<file path="config.mk">
export PLATFORM = sky130hd
export DESIGN_NAME = demux_deser4
export DESIGN_NICKNAME = d
export VERILOG_FILES = /design/src/rtl/demux_pkg.sv /design/src/rtl/out_reg1.sv /design/src/rtl/demux_deser4.sv
export SDC_FILE = /design/constraint.sdc
export NUM_CORES = 1
export LEC_CHECK = 0
export ABC_CLOCK_PERIOD_IN_PS = 2500
export BUFFER_PORTS_ARGS = -buffer_cell sky130_fd_sc_hd__buf_2
export CORE_MARGIN = 5
export CORE_UTILIZATION = 40
export DETAILED_ROUTE_END_ITERATION = 8
export HOLD_SLACK_MARGIN = 0.1
export PLACE_DENSITY = 0.68
export SYNTH_ARGS = -nofsm -noshare
export SYNTH_HDL_FRONTEND = slang
export SYNTH_SLANG_ARGS = --single-unit
</file>
<file path="constraint.sdc">
create_clock -name clk -period 2.5 [get_ports clk]
set_clock_uncertainty 0.1 [all_clocks]
set_input_delay 0.25 -clock clk [delete_from_list [all_inputs] [get_ports clk]]
set_output_delay 0.25 -clock clk [all_outputs]
set_load 0.05 [all_outputs]
</file>
<file path="src/rtl/demux_pkg.sv">
// Shared types and helpers for the 4:1 serial demux/deserializer.
// Parity framing is selected with DEMUX_DESER4_PARITY_EN.
package demux_pkg;

    typedef enum logic [1:0] {
        FILL,
        LAST,
        PAR
    } deser_state_t;

    function automatic int clog2p1(input int n);
        return $clog2(n + 1);
    endfunction

endpackage

</file>
<file path="src/rtl/out_reg1.sv">
// One-entry valid/ready holding register for the assembled word.
// Upstream only loads when the slot is empty or being drained.
module out_reg1 #(
    parameter int W = 4
) (
    input  logic         clk,
    input  logic         rst,
    input  logic         load,
    input  logic [W-1:0] ld_data,
    input  logic         y_ready,
    output logic         y_valid,
    output logic [W-1:0] q
);

    always_ff @(posedge clk) begin
        if (rst) begin
            q       <= '0;
            y_valid <= 1'b0;
        end else if (load) begin
            q       <= ld_data;
            y_valid <= 1'b1;
        end else if (y_ready) begin
            y_valid <= 1'b0;
        end
    end

endmodule

</file>
<file path="src/rtl/demux_deser4.sv">
// Serial-to-parallel receiver: bit k of each frame lands in lane k.
// Define DEMUX_DESER4_PARITY_EN for an extra trailing even-parity bit.
module demux_deser4
    import demux_pkg::*;
#(
    parameter int N = 4
) (
    input  logic         clk,
    input  logic         rst,
    input  logic         frame_sync,
    input  logic         bit_in,
    input  logic         bit_valid,
    output logic         bit_ready,
    output logic [N-1:0] y,
    output logic         y_valid,
    input  logic         y_ready,
    output logic         parity_err
);

    localparam int CNT_W = clog2p1(N);
`ifdef DEMUX_DESER4_PARITY_EN
    localparam int FRAME_LAST = N;
    localparam int OW = N + 1;
`else
    localparam int FRAME_LAST = N - 1;
    localparam int OW = N;
`endif

    logic [CNT_W-1:0] sel;
    logic [N-1:0]     lanes;
    logic [N-1:0]     word;
    logic [OW-1:0]    ld_data;
    logic [OW-1:0]    q;
    deser_state_t     state;
    logic             xfer;
    logic             done;

    always_comb begin
        state = FILL;
        if (sel == CNT_W'(FRAME_LAST)) begin
`ifdef DEMUX_DESER4_PARITY_EN
            state = PAR;
`else
            state = LAST;
`endif
        end
    end

    // Only the completing bit can be stalled by a full output slot.
    assign bit_ready = !(state != FILL && y_valid && !y_ready);
    assign xfer      = bit_valid && bit_ready;
    assign done      = xfer && state != FILL && !frame_sync;

    always_comb begin
        word = lanes;
`ifndef DEMUX_DESER4_PARITY_EN
        word[N-1] = bit_in;
`endif
    end

`ifdef DEMUX_DESER4_PARITY_EN
    assign ld_data = {^{word, bit_in}, word};
`else
    assign ld_data = word;
`endif

    always_ff @(posedge clk) begin
        if (rst) begin
            sel   <= '0;
            lanes <= '0;
        end else if (frame_sync) begin
            sel   <= '0;
            lanes <= '0;
            if (xfer) begin
                lanes[0] <= bit_in;
                sel      <= CNT_W'(1);
            end
        end else if (done) begin
            sel   <= '0;
            lanes <= '0;
        end else if (xfer) begin
            for (int k = 0; k < N; k++) begin
                if (sel == CNT_W'(k)) lanes[k] <= bit_in;
            end
            sel <= sel + CNT_W'(1);
        end
    end

    out_reg1 #(
        .W(OW)
    ) u_out (
        .clk    (clk),
        .rst    (rst),
        .load   (done),
        .ld_data(ld_data),
        .y_ready(y_ready),
        .y_valid(y_valid),
        .q      (q)
    );

`ifdef DEMUX_DESER4_PARITY_EN
    assign y          = q[N-1:0];
    assign parity_err = q[N];
`else
    assign y          = q;
    assign parity_err = 1'b0;
`endif

endmodule

</file>
==> impl_metrics.env <==
export IMPL_outcome="finished, final reports clean"
export IMPL_r2r_end="u_out.q[3]"
export IMPL_synth_area_leader_cell="dfxtp_1"
export IMPL_setup_viol=0
export IMPL_syn_num_nets=81
export IMPL_clk_path_buf_depth=2
export IMPL_grt_start_max_net_pins=12
export IMPL_rows=14
export IMPL_antenna_found_initial=0
export IMPL_worstPathMaxFanout=8
export IMPL_ys_warnings_count=0
export IMPL_worst_ep_required_time_ps=2150
export IMPL_die_area_um2=2480
export IMPL_vias_per_cell=5.66
export IMPL_start_util_pct=42.0
export IMPL_place_hpwl_um=979
export IMPL_htreeDepth=1
export IMPL_tightest_slew_ps=652
export IMPL_fin_nets=92
export IMPL_worst_slack_ps=647
export IMPL_clock_sinks=11
export IMPL_hp_class="input pin to flip-flop"
export IMPL_diodes=0
export IMPL_die_height_um=49.8
export IMPL_slew_viol_final=0
export IMPL_switching_share_pct=24.2
export IMPL_port_buffers=11
export IMPL_avgSynthCellArea_um2=9.04
export IMPL_cp_start_kind="flip-flop"
export IMPL_clock_power_share_pct=35.5
export IMPL_wirelength_um=1330
export IMPL_grt_total_usage_pct=12.0
export IMPL_dr_pass1_iters=4
export IMPL_cts_tree="built"
export IMPL_crit_path_start="sel[0]"
export IMPL_drv_cap=0
export IMPL_fmax_ghz=0.540
export IMPL_met2_usage_pct=17.8
export IMPL_grt_pass1_vias=531
export IMPL_final_hold_viol_count=0
export IMPL_path_class="flip-flop to primary output"
export IMPL_cts_resized=0
export IMPL_r2r_slack_ps=840
export IMPL_die_w_um=49.8
export IMPL_gr_max_usage_layer="met2"
export IMPL_grt_overflow_total=0
export IMPL_leakage_nw=0.319
export IMPL_internal_power_mw=0.253
export IMPL_drc=0
export IMPL_first_iter_violations=16
export IMPL_avgRoutedWirePerCell_um=13.9
export IMPL_vias=543
export IMPL_use_met1_pct=15.7
export IMPL_io_pins=13
export IMPL_powerDensity_nw_per_um2=471
export IMPL_cts_hold_buf=0
export IMPL_switching_power_mw=0.0806
export IMPL_dp_slack_ps=854
export IMPL_clk_pin_slew_ps=70
export IMPL_crit_arrival_ps=1500
export IMPL_cp_end_kind="primary output"
export IMPL_synthTopCellsByArea="dfxtp_1 35%, ha_1 9.9%, a21oi_1 5.5%, mux2i_1 4.7%, o211ai_1 4.7%"
export IMPL_drive_gt1_share_pct=23.8
export IMPL_yosys_cell_types_count=28
export IMPL_reg2reg_from="sel[0]"
export IMPL_crit_end="bit_ready"
export IMPL_gp_congestion=0.753
export IMPL_rsz0062_at_grt="false"
export IMPL_p_seq_share_pct=54.0
export IMPL_use_met3_pct=4.52
export IMPL_synthCells=70
export IMPL_final_util_pct=47.0
export IMPL_yosysTopAreaCellShare_pct=34.8
export IMPL_post_route_period_util_pct=74.1
export IMPL_cts_buffers=3
export IMPL_netlist_area_um2=633
export IMPL_grt_pass1_wl_um=2360
export IMPL_antenna_left=0
export IMPL_seq_area_frac_synth_pct=34.8
export IMPL_combPwrFrac_pct=10.5
export IMPL_post_cts_buffers=0
export IMPL_finalSetupTns_ps=0
export IMPL_clock_latency_ps=260
export IMPL_synth_seq_cells=11
export IMPL_peakVddDrop_mv=0.271
export IMPL_relSlewSlack_pct=56.4
export IMPL_rr_worst_depth=5
export IMPL_finalCriticalPeriod_ps=1850
export IMPL_coreArea_um2=1510
export IMPL_area_growth_syn_to_layout_pct=11.9
export IMPL_ctsRootBufferMaster="clkbuf_4"
## final cells by class
| type | instances | area (um2) |
|---|---|---|
| clock buffers | 4 | 26.3 |
| fillers | 153 | 798 |
| inverters | 4 | 15.0 |
| multi-input cells | 50 | 372 |
| flip-flops and latches | 11 | 220 |
| well taps | 16 | 20.0 |
| repair buffers | 11 | 55.1 |
## per-stage QoR
stage	hold slack (ps)	instance area, um2	std cells	power, mW
final	143	708	96	0.333
after global routing	142	708	96	0.358
after CTS	129	708	96	0.341
after detailed placement	363	682	92	0.219
after global placement	364	682	92	0.219
after floorplan	300	633	70	0.212
## synthesized netlist by cell type
master / instances
a211o_1: 1
a21oi_1: 7
a21oi_2: 1
and2_2: 1
and3b_2: 1
and4bb_2: 1
buf_2: 2
buf_4: 1
clkbuf_1: 1
clkbuf_2: 1
conb_1: 1
dfxtp_1: 11
ha_1: 5
inv_1: 4
mux2i_1: 3
nand2_1: 3
nand2b_1: 1
nand3_1: 2
nand3b_4: 1
nand4_1: 4
nor2_1: 3
nor2b_1: 2
nor3b_1: 1
o211ai_1: 4
o21a_1: 2
o21ai_0: 1
o31ai_1: 4
o32ai_1: 1
## routing by layer
metal	share of wire, %	up-vias
li1	-	273
met4	0.60	0
met5	0	-
met3	7.7	2
met2	44	20
met1	47	248
## worst min path at each step
stage,from,to,slack (ps),cells after the start
3_3_place_gp,u_out.q[3],u_out.q[3],360,2
4_1_cts,rst,sel[0],130,2
3_5_place_dp,u_out.q[0],u_out.q[0],360,2
5_1_grt,rst,sel[0],140,2
6_report,rst,sel[0],140,2
2_1_floorplan,bit_in,lanes[0],300,2
## cells by family after synthesis
| kind of cell | after synthesis | synth area share (%) |
|---|---|---|
| AO/OA/AOI/OAI | 21 | 22.3 |
| adder cells (fa/ha/maj) | 5 | 9.88 |
| buffers and inverters | 9 | 6.52 |
| flip-flops | 11 | 34.8 |
| multiplexers | 3 | 4.74 |
| other | 1 | 0.592 |
| AND/OR/NAND/NOR | 20 | 21.1 |
## power by group through the flow
stage / Combinational (mW) / Sequential, mW / Clock (mW)
CTS: 0.0349 / 0.180 / 0.126
detailed placement: 0.0347 / 0.184 / 0
floorplan: 0.0276 / 0.184 / 0
global placement: 0.0345 / 0.184 / 0
global route: 0.0399 / 0.180 / 0.137
finish: 0.0351 / 0.180 / 0.118
## state kept, by name, indices dropped and copies added (netlist names)
register	flops
u_out.q	4
lanes	3
sel	3
u_out.y_valid	1
## cells in the final DEF, fill, tap and decap left out, drive strengths merged
| cell | n |
|---|---|
| nand2b | 1 |
| nand3b | 1 |
| o31ai | 4 |
| a211o | 1 |
| nor2 | 3 |
| and4bb | 1 |
| and3b | 1 |
| buf | 11 |
| clkbuf | 4 |
| mux2i | 3 |
| nand3 | 2 |
| nand4 | 4 |
| conb | 1 |
| inv | 4 |
| o21a | 2 |
| nor2b | 2 |
| a21oi | 8 |
| ha | 5 |
| o21ai | 1 |
| nor3b | 1 |
| and2 | 1 |
| o211ai | 4 |
| o32ai | 1 |
| dfxtp | 11 |
| nand2 | 3 |
## critical path, cell delays in order (launching register included)
cell	delay (ps)
dfxtp_1	340
ha_1	200
ha_1	270
nand3b_4	150
buf_2	280
No activity file was read; power rests on OpenSTA's default activity.
